File: src/rtl/wb_rr_arbiter_if.sv
// Bus-side signal bundle for the round-robin Wishbone arbiter.
// Carries per-master requests, slave-path responses, grant outputs and an FSM debug view.
interface wb_rr_arbiter_if #(
  parameter int NUMM = 3
);
  localparam int IW = (NUMM > 1) ? $clog2(NUMM) : 1;

  // Handshake: a master raises cyc_i[i] to request the bus and keeps it high for the
  // whole transfer; stb_i[i] marks a pending beat, completed by ack_i or err_i from the
  // slave path. The arbiter never drives the beat itself, it only owns gnt/err/timeout.
  logic [NUMM-1:0] cyc_i;
  logic [NUMM-1:0] stb_i;
  logic            ack_i;
  logic            err_i;
  logic [NUMM-1:0] gnt_o;
  logic [IW-1:0]   gnt_idx_o;
  logic            busy_o;
  logic [NUMM-1:0] err_o;
  logic            timeout_o;
  logic [1:0]      state_dbg;

  modport slave (
    input  cyc_i, stb_i, ack_i, err_i,
    output gnt_o, gnt_idx_o, busy_o, err_o, timeout_o, state_dbg
  );

  modport master (
    output cyc_i, stb_i, ack_i, err_i,
    input  gnt_o, gnt_idx_o, busy_o, err_o, timeout_o, state_dbg
  );
endinterface

File: src/rtl/wb_rr_arbiter.sv
// Round-robin arbiter for NUMM Wishbone masters with a stalled-strobe watchdog.
// Grants are held for the whole cyc, and a stalled owner is aborted with a one-cycle err.
module wb_rr_arbiter #(
  parameter int NUMM    = 3,
  parameter int TIMEOUT = 255
) (
  input  logic              clk,
  input  logic              rst,
  wb_rr_arbiter_if.slave    bus
);
  localparam int IW = (NUMM > 1) ? $clog2(NUMM) : 1;
  localparam int CW = $clog2(TIMEOUT + 1);
  localparam logic [CW-1:0] CNT_LAST = CW'(TIMEOUT - 1);
  localparam logic [IW:0]   NUMM_EXT = (IW + 1)'(NUMM);
  localparam logic [NUMM-1:0] ONE_HOT0 = {{(NUMM-1){1'b0}}, 1'b1};

  typedef enum logic [1:0] {
    IDLE  = 2'd0,
    GRANT = 2'd1,
    ABORT = 2'd2
  } state_t;

  state_t          state_q, state_d;
  logic [NUMM-1:0] gnt_q, gnt_d;
  logic [NUMM-1:0] err_q, err_d;
  logic [IW-1:0]   idx_q, idx_d;
  logic [IW-1:0]   last_q, last_d;
  logic [CW-1:0]   cnt_q, cnt_d;
  logic            to_q, to_d;

  logic [IW-1:0]   pick_idx;
  logic            pick_vld;
  logic            owner_cyc;
  logic            owner_stb;
  logic            stall;

  // Scan from last+1 upward; iterating the offsets in descending order lets the
  // nearest requester overwrite farther ones, so the lowest offset wins.
  always_comb begin
    logic [IW:0] cand;
    pick_vld = 1'b0;
    pick_idx = '0;
    cand     = '0;
    for (int k = NUMM; k >= 1; k--) begin
      cand = {1'b0, last_q} + (IW + 1)'(k);
      if (cand >= NUMM_EXT) cand = cand - NUMM_EXT;
      if (bus.cyc_i[cand[IW-1:0]]) begin
        pick_vld = 1'b1;
        pick_idx = cand[IW-1:0];
      end
    end
  end

  assign owner_cyc = bus.cyc_i[idx_q];
  assign owner_stb = bus.stb_i[idx_q];
  assign stall     = owner_stb & ~bus.ack_i & ~bus.err_i;

  always_comb begin
    state_d = state_q;
    gnt_d   = gnt_q;
    idx_d   = idx_q;
    last_d  = last_q;
    cnt_d   = '0;
    err_d   = '0;
    to_d    = 1'b0;
    unique case (state_q)
      IDLE: begin
        if (pick_vld) begin
          state_d = GRANT;
          gnt_d   = ONE_HOT0 << pick_idx;
          idx_d   = pick_idx;
          last_d  = pick_idx;
        end else begin
          gnt_d   = '0;
        end
      end
      GRANT: begin
        // Release beats the watchdog: a master dropping cyc is never aborted.
        if (!owner_cyc) begin
          state_d = IDLE;
          gnt_d   = '0;
        end else if (stall) begin
          if (cnt_q == CNT_LAST) begin
            state_d = ABORT;
            err_d   = gnt_q;
            to_d    = 1'b1;
          end else begin
            cnt_d   = cnt_q + CW'(1);
          end
        end
      end
      ABORT: begin
        if (!owner_cyc) begin
          state_d = IDLE;
          gnt_d   = '0;
        end
      end
      default: begin
        state_d = IDLE;
        gnt_d   = '0;
      end
    endcase
  end

  always_ff @(posedge clk) begin
    if (rst) begin
      state_q <= IDLE;
      gnt_q   <= '0;
      idx_q   <= '0;
      last_q  <= IW'(NUMM - 1);
      cnt_q   <= '0;
      err_q   <= '0;
      to_q    <= 1'b0;
    end else begin
      state_q <= state_d;
      gnt_q   <= gnt_d;
      idx_q   <= idx_d;
      last_q  <= last_d;
      cnt_q   <= cnt_d;
      err_q   <= err_d;
      to_q    <= to_d;
    end
  end

  assign bus.gnt_o     = gnt_q;
  assign bus.gnt_idx_o = idx_q;
  assign bus.busy_o    = |gnt_q;
  assign bus.err_o     = err_q;
  assign bus.timeout_o = to_q;
  assign bus.state_dbg = state_q;
endmodule

File: src/flat_wrapper.sv
// flat-port wrapper written by rule: the top's interface ports become plain ports
module wb_rr_arbiter_flat 
#(
  parameter int NUMM    = 3,
  parameter int TIMEOUT = 255
)
  (clk, rst, bus_cyc_i, bus_stb_i, bus_ack_i, bus_err_i, bus_gnt_o, bus_gnt_idx_o, bus_busy_o, bus_err_o, bus_timeout_o, bus_state_dbg);
  wb_rr_arbiter_if #(.NUMM(NUMM)) bus_i ();
  input  logic clk;
  input  logic rst;
  input wire logic [$bits(bus_i.cyc_i)-1:0] bus_cyc_i;
  input wire logic [$bits(bus_i.stb_i)-1:0] bus_stb_i;
  input wire logic [$bits(bus_i.ack_i)-1:0] bus_ack_i;
  input wire logic [$bits(bus_i.err_i)-1:0] bus_err_i;
  output wire logic [$bits(bus_i.gnt_o)-1:0] bus_gnt_o;
  output wire logic [$bits(bus_i.gnt_idx_o)-1:0] bus_gnt_idx_o;
  output wire logic [$bits(bus_i.busy_o)-1:0] bus_busy_o;
  output wire logic [$bits(bus_i.err_o)-1:0] bus_err_o;
  output wire logic [$bits(bus_i.timeout_o)-1:0] bus_timeout_o;
  output wire logic [$bits(bus_i.state_dbg)-1:0] bus_state_dbg;
  assign bus_i.cyc_i = bus_cyc_i;
  assign bus_i.stb_i = bus_stb_i;
  assign bus_i.ack_i = bus_ack_i;
  assign bus_i.err_i = bus_err_i;
  assign bus_gnt_o = bus_i.gnt_o;
  assign bus_gnt_idx_o = bus_i.gnt_idx_o;
  assign bus_busy_o = bus_i.busy_o;
  assign bus_err_o = bus_i.err_o;
  assign bus_timeout_o = bus_i.timeout_o;
  assign bus_state_dbg = bus_i.state_dbg;
  wb_rr_arbiter #(.NUMM(NUMM), .TIMEOUT(TIMEOUT)) u_core (.clk(clk), .rst(rst), .bus(bus_i));
endmodule
File: config.mk
export PLATFORM = sky130hd
export DESIGN_NAME = wb_rr_arbiter_flat
export DESIGN_NICKNAME = d
export VERILOG_FILES = /design/src/rtl/wb_rr_arbiter_if.sv /design/src/rtl/wb_rr_arbiter.sv /design/src/flat_wrapper.sv
export SDC_FILE = /design/constraint.sdc
export NUM_CORES = 1
export LEC_CHECK = 0
export CAP_MARGIN = 30
export CORE_AREA = 10 10 61 63
export CTS_CLUSTER_SIZE = 24
export DETAILED_ROUTE_END_ITERATION = 10
export DIE_AREA = 0 0 71 73
export PLACE_DENSITY_LB_ADDON = 0.15
export SLEW_MARGIN = 5
export SYNTH_ARGS = -nofsm -noshare
export SYNTH_HDL_FRONTEND = slang
export SYNTH_SLANG_ARGS = --single-unit
File: constraint.sdc
create_clock -name clk -period 1.8 [get_ports clk]
set_input_delay 0.36 -clock clk [delete_from_list [all_inputs] [get_ports clk]]
set_output_delay 0.36 -clock clk [all_outputs]
set_load 0.1 [all_outputs]
==> key figures <==
Run status
  • Status: completed

Setup path
  • Worst reg2reg path depth: 8
  • Max Fanout on Critical Path: 8
  • FF-to-FF End: u_core.bus.state_dbg[1]
  • Worst endpoint data arrival time: about 1900 ps
  • CP Class: reg2reg
  • Crit start category: flip-flop
  • Crit path max-delay family: compound AO/OA/AOI/OAI gates
  • CP cell instances: inv_2 -> ha_4 -> mux2i_2 -> o21ai_1 -> a21oi_1 -> buf_4 -> nor2_1 -> o2bb2ai_1
  • Critical path required time: 2000 ps
  • R2r setup slk: between 70 and 80 ps
  • Endpoint type of the worst setup path: flip-flop
  • Slowest CP cell: dfxtp_2
  • CP Buf/Inv Count: 2
  • Slowest stage delay, CP: approximately 370 ps
  • RR Startpoint: u_core.last_q[1]

Finish
  • Diode count: 0
  • Syn-to-layout area delta: 45.8%
  • Commonest non-fill, non-tap cell in the layout: nor2_1
  • Final Util: about three fifths
  • Most frequent cells in the layout: 14 x nor2_1, 12 x buf_12, 12 x dfxtp_1
  • Layout cells sized above 1: approximately a third
  • Nets@finish: approximately 180
  • Post-layout instance area: ~0.0016 mm²
  • Fillers: 234

CTS
  • Clk root buf: clkbuf_4
  • Clock H-tree levels: 1
  • CTS tree: yes
  • CTS buffer count: 3
  • Clk Latency, worst-skew pair: about 300 ps
  • Clock Tree Buf Depth: 2
  • Clock transition at the registers of the reported paths: 110 ps
  • CTS Sinks: 20

Floorplan
  • Starting Density: between 40% and 50%
  • Core box area: approximately 0.0026 mm²
  • Placement Rows: 19
  • Die height: roughly 73 µm
  • Top Ports: 22
  • Die Wd: 71 µm
  • Full die area: 0.00518 mm²

Place
  • PortBufs: 21
  • Placement Cell Area: roughly 0.0015 mm²
  • Worst slack at placement: -137 ps
  • RD Place Congestion: just over 0.8
  • Final HPWL DP: 1930 µm

Timing
  • Tmin final: roughly 1700 ps
  • Period utilization: between 90 and 100%
  • Final worst slack: 78.3 ps
  • Slew @ Worst Pin: 285 ps
  • RSZ-0062 raised after global routing: yes
  • TNS Setup: 0 ps
  • Layout Skew: about 2.6 ps
  • Final count of hold timing violations: 0
  • Worst slew margin: between 80% and 90%
  • Finish-stage setup viols: 0
  • Fmax: roughly 580 MHz
  • Max Transition Viols Final: 0

GRT
  • Total track usage: 9.24%
  • Largest net degree at the start of global routing: 13
  • First-pass GRT wire length: 4030 µm
  • Initial antenna violation count: 0
  • GR Overflow Total: 0
  • Met3 Track Usage GR: around 1.6%
  • Grt met2 use: between 10% and 20%
  • Grt peak-use layer: met2
  • Vias in the first global route: ~950
  • Global-route met1 utilization: 9.95%

Logic synthesis
  • Syn Nets: 145
  • Synthesized netlist cell count: roughly 130
  • Synth Cell Area: 0.00109 mm²
  • Synth unique cells: 42
  • Mapped Avg Cell Area: between 8 and 9 µm²
  • Ys Warns: 0
  • #FFs+latches synth: 20
  • Synth top area share: a little under two fifths
  • Top cell type by total area after synthesis: dfxtp_1
  • Seq/Total Area, Yosys: a little under two fifths
  • Synth top area cells: dfxtp_1 37%, ha_1 9.2%, nor2_1 4.8%

Power and ir drop
  • VDD IR-drop max: 1660 µV
  • Cell area power density: roughly 1500 mW/mm²
  • PnR Total Power: roughly 2.4 mW
  • Static Leak: roughly 0.60 nW

Detailed routing
  • DR pass1 iterations: 4
  • Post-Route WL: around 2400 µm
  • DRC viols: 0
  • DRT iter0 DRCs: 62
  • Vias: around 950
  • Final ANT Viol Nets: 0
  • DR vias/cell: 5.10
  • Avg WL per Cell: approximately 13 µm

Flow run
  • Max Cap Viol: 0

Worst hold path
  • Min-Delay Path Class: reg2reg
  • Worst Hold Depth: 1
  • Min-Delay Startpoint: u_core.cnt_q[0]
  • WHS Endpoint: u_core.cnt_q[0]
==> routing by layer <==
layer / up-vias / share of wire [%]
met2: 19 / 49
met1: 431 / 45
met4: 0 / 2.5
met3: 5 / 3.8
li1: 499 / -
met5: - / 0
==> power breakdown <==
part	switching, mW	leakage, nW	internal [mW]
sequential	0.0866	0.165	0.516
clock	0.134	0.0138	0.0782
combinational	0.908	0.422	0.680
total	1.13	0.601	1.27
==> logic make-up (layout without fill, tap and decap cells) <==
kind of cell / after synthesis / count (layout) / share of synthesized area (%)
xor+xnor: 6 / 6 / 4.82
fa+ha+maj: 8 / 8 / 9.17
flops: 20 / 20 / 36.7
simple gates: 52 / 52 / 24.8
compound gates: 25 / 25 / 16.7
mux: 2 / 2 / 1.83
buf+inv: 14 / 43 / 5.96
==> state kept, by name (all words and copies together) (netlist names) <==
register	count
u_core.bus.timeout_o	1
u_core.cnt_q	8
u_core.last_q	2
u_core.bus.state_dbg	2
u_core.bus.gnt_o	3
u_core.bus.gnt_idx_o	1
u_core.bus.err_o	3
==> Yosys cell counts <==
library cell,n
dfxtp_1,20
nor2_1,14
inv_1,10
nand2_1,10
ha_1,8
nand3_1,8
o21ai_0,6
a21oi_1,5
and2_1,4
nand4_1,3
xnor2_1,3
xor2_1,3
and3_1,2
mux2i_1,2
nand2b_1,2
a21bo_2,1
a221o_2,1
a221oi_1,1
a31o_2,1
a31oi_2,1
and4_1,1
and4b_1,1
buf_2,1
buf_4,1
buf_6,1
clkbuf_1,1
nand3b_1,1
nor2b_1,1
nor3_1,1
nor3b_2,1
o211ai_1,1
o21a_1,1
o21ai_1,1
o21ba_2,1
o221ai_1,1
o2bb2ai_1,1
o31ai_1,1
o31ai_2,1
o32ai_1,1
or2_2,1
or2_4,1
or3_1,1
==> layout make-up <==
| type | count | area, µm² | area share [%] |
|---|---|---|---|
| multi-input combinational | 93 | 678 | 42.6 |
| inverter | 10 | 40.0 | 2.52 |
| sequential | 20 | 413 | 26.0 |
| timing repair buffer | 30 | 398 | 25.0 |
| tap | 31 | 38.8 | 2.44 |
| clock buffer | 3 | 22.5 | 1.42 |
==> worst max-delay path by stage <==
stage | cells past startpoint | slack (ps) | endpoint | start
detailed placement | 7 | -140 | u_core.bus.gnt_o[2] | bus_cyc_i[2]
finish | 8 | 80 | u_core.bus.state_dbg[1] | u_core.last_q[1]
floorplan | 9 | 2 | u_core.bus.gnt_o[2] | u_core.last_q[0]
global placement | 6 | -110 | u_core.last_q[0] | bus_cyc_i[2]
CTS | 7 | 20 | u_core.bus.gnt_o[2] | u_core.last_q[1]
global route | 7 | -30 | u_core.bus.state_dbg[0] | u_core.last_q[1]
==> through the flow <==
stage                     hold WS [ps]  cells
after floorplan                    430    127
after global placement             448    182
after detailed placement           461    182
after CTS                          486    185
final                              480    187
after global routing               515    187
==> timing repair <==
item	CTS	global route
setup buffers	0	2
setup endpoints to repair	4	6
hold buffers	0	0
gates resized for setup	2	9
pin swaps	0	2
endpoints found under the hold margin	0	0
(Power assumes the default switching activity.)
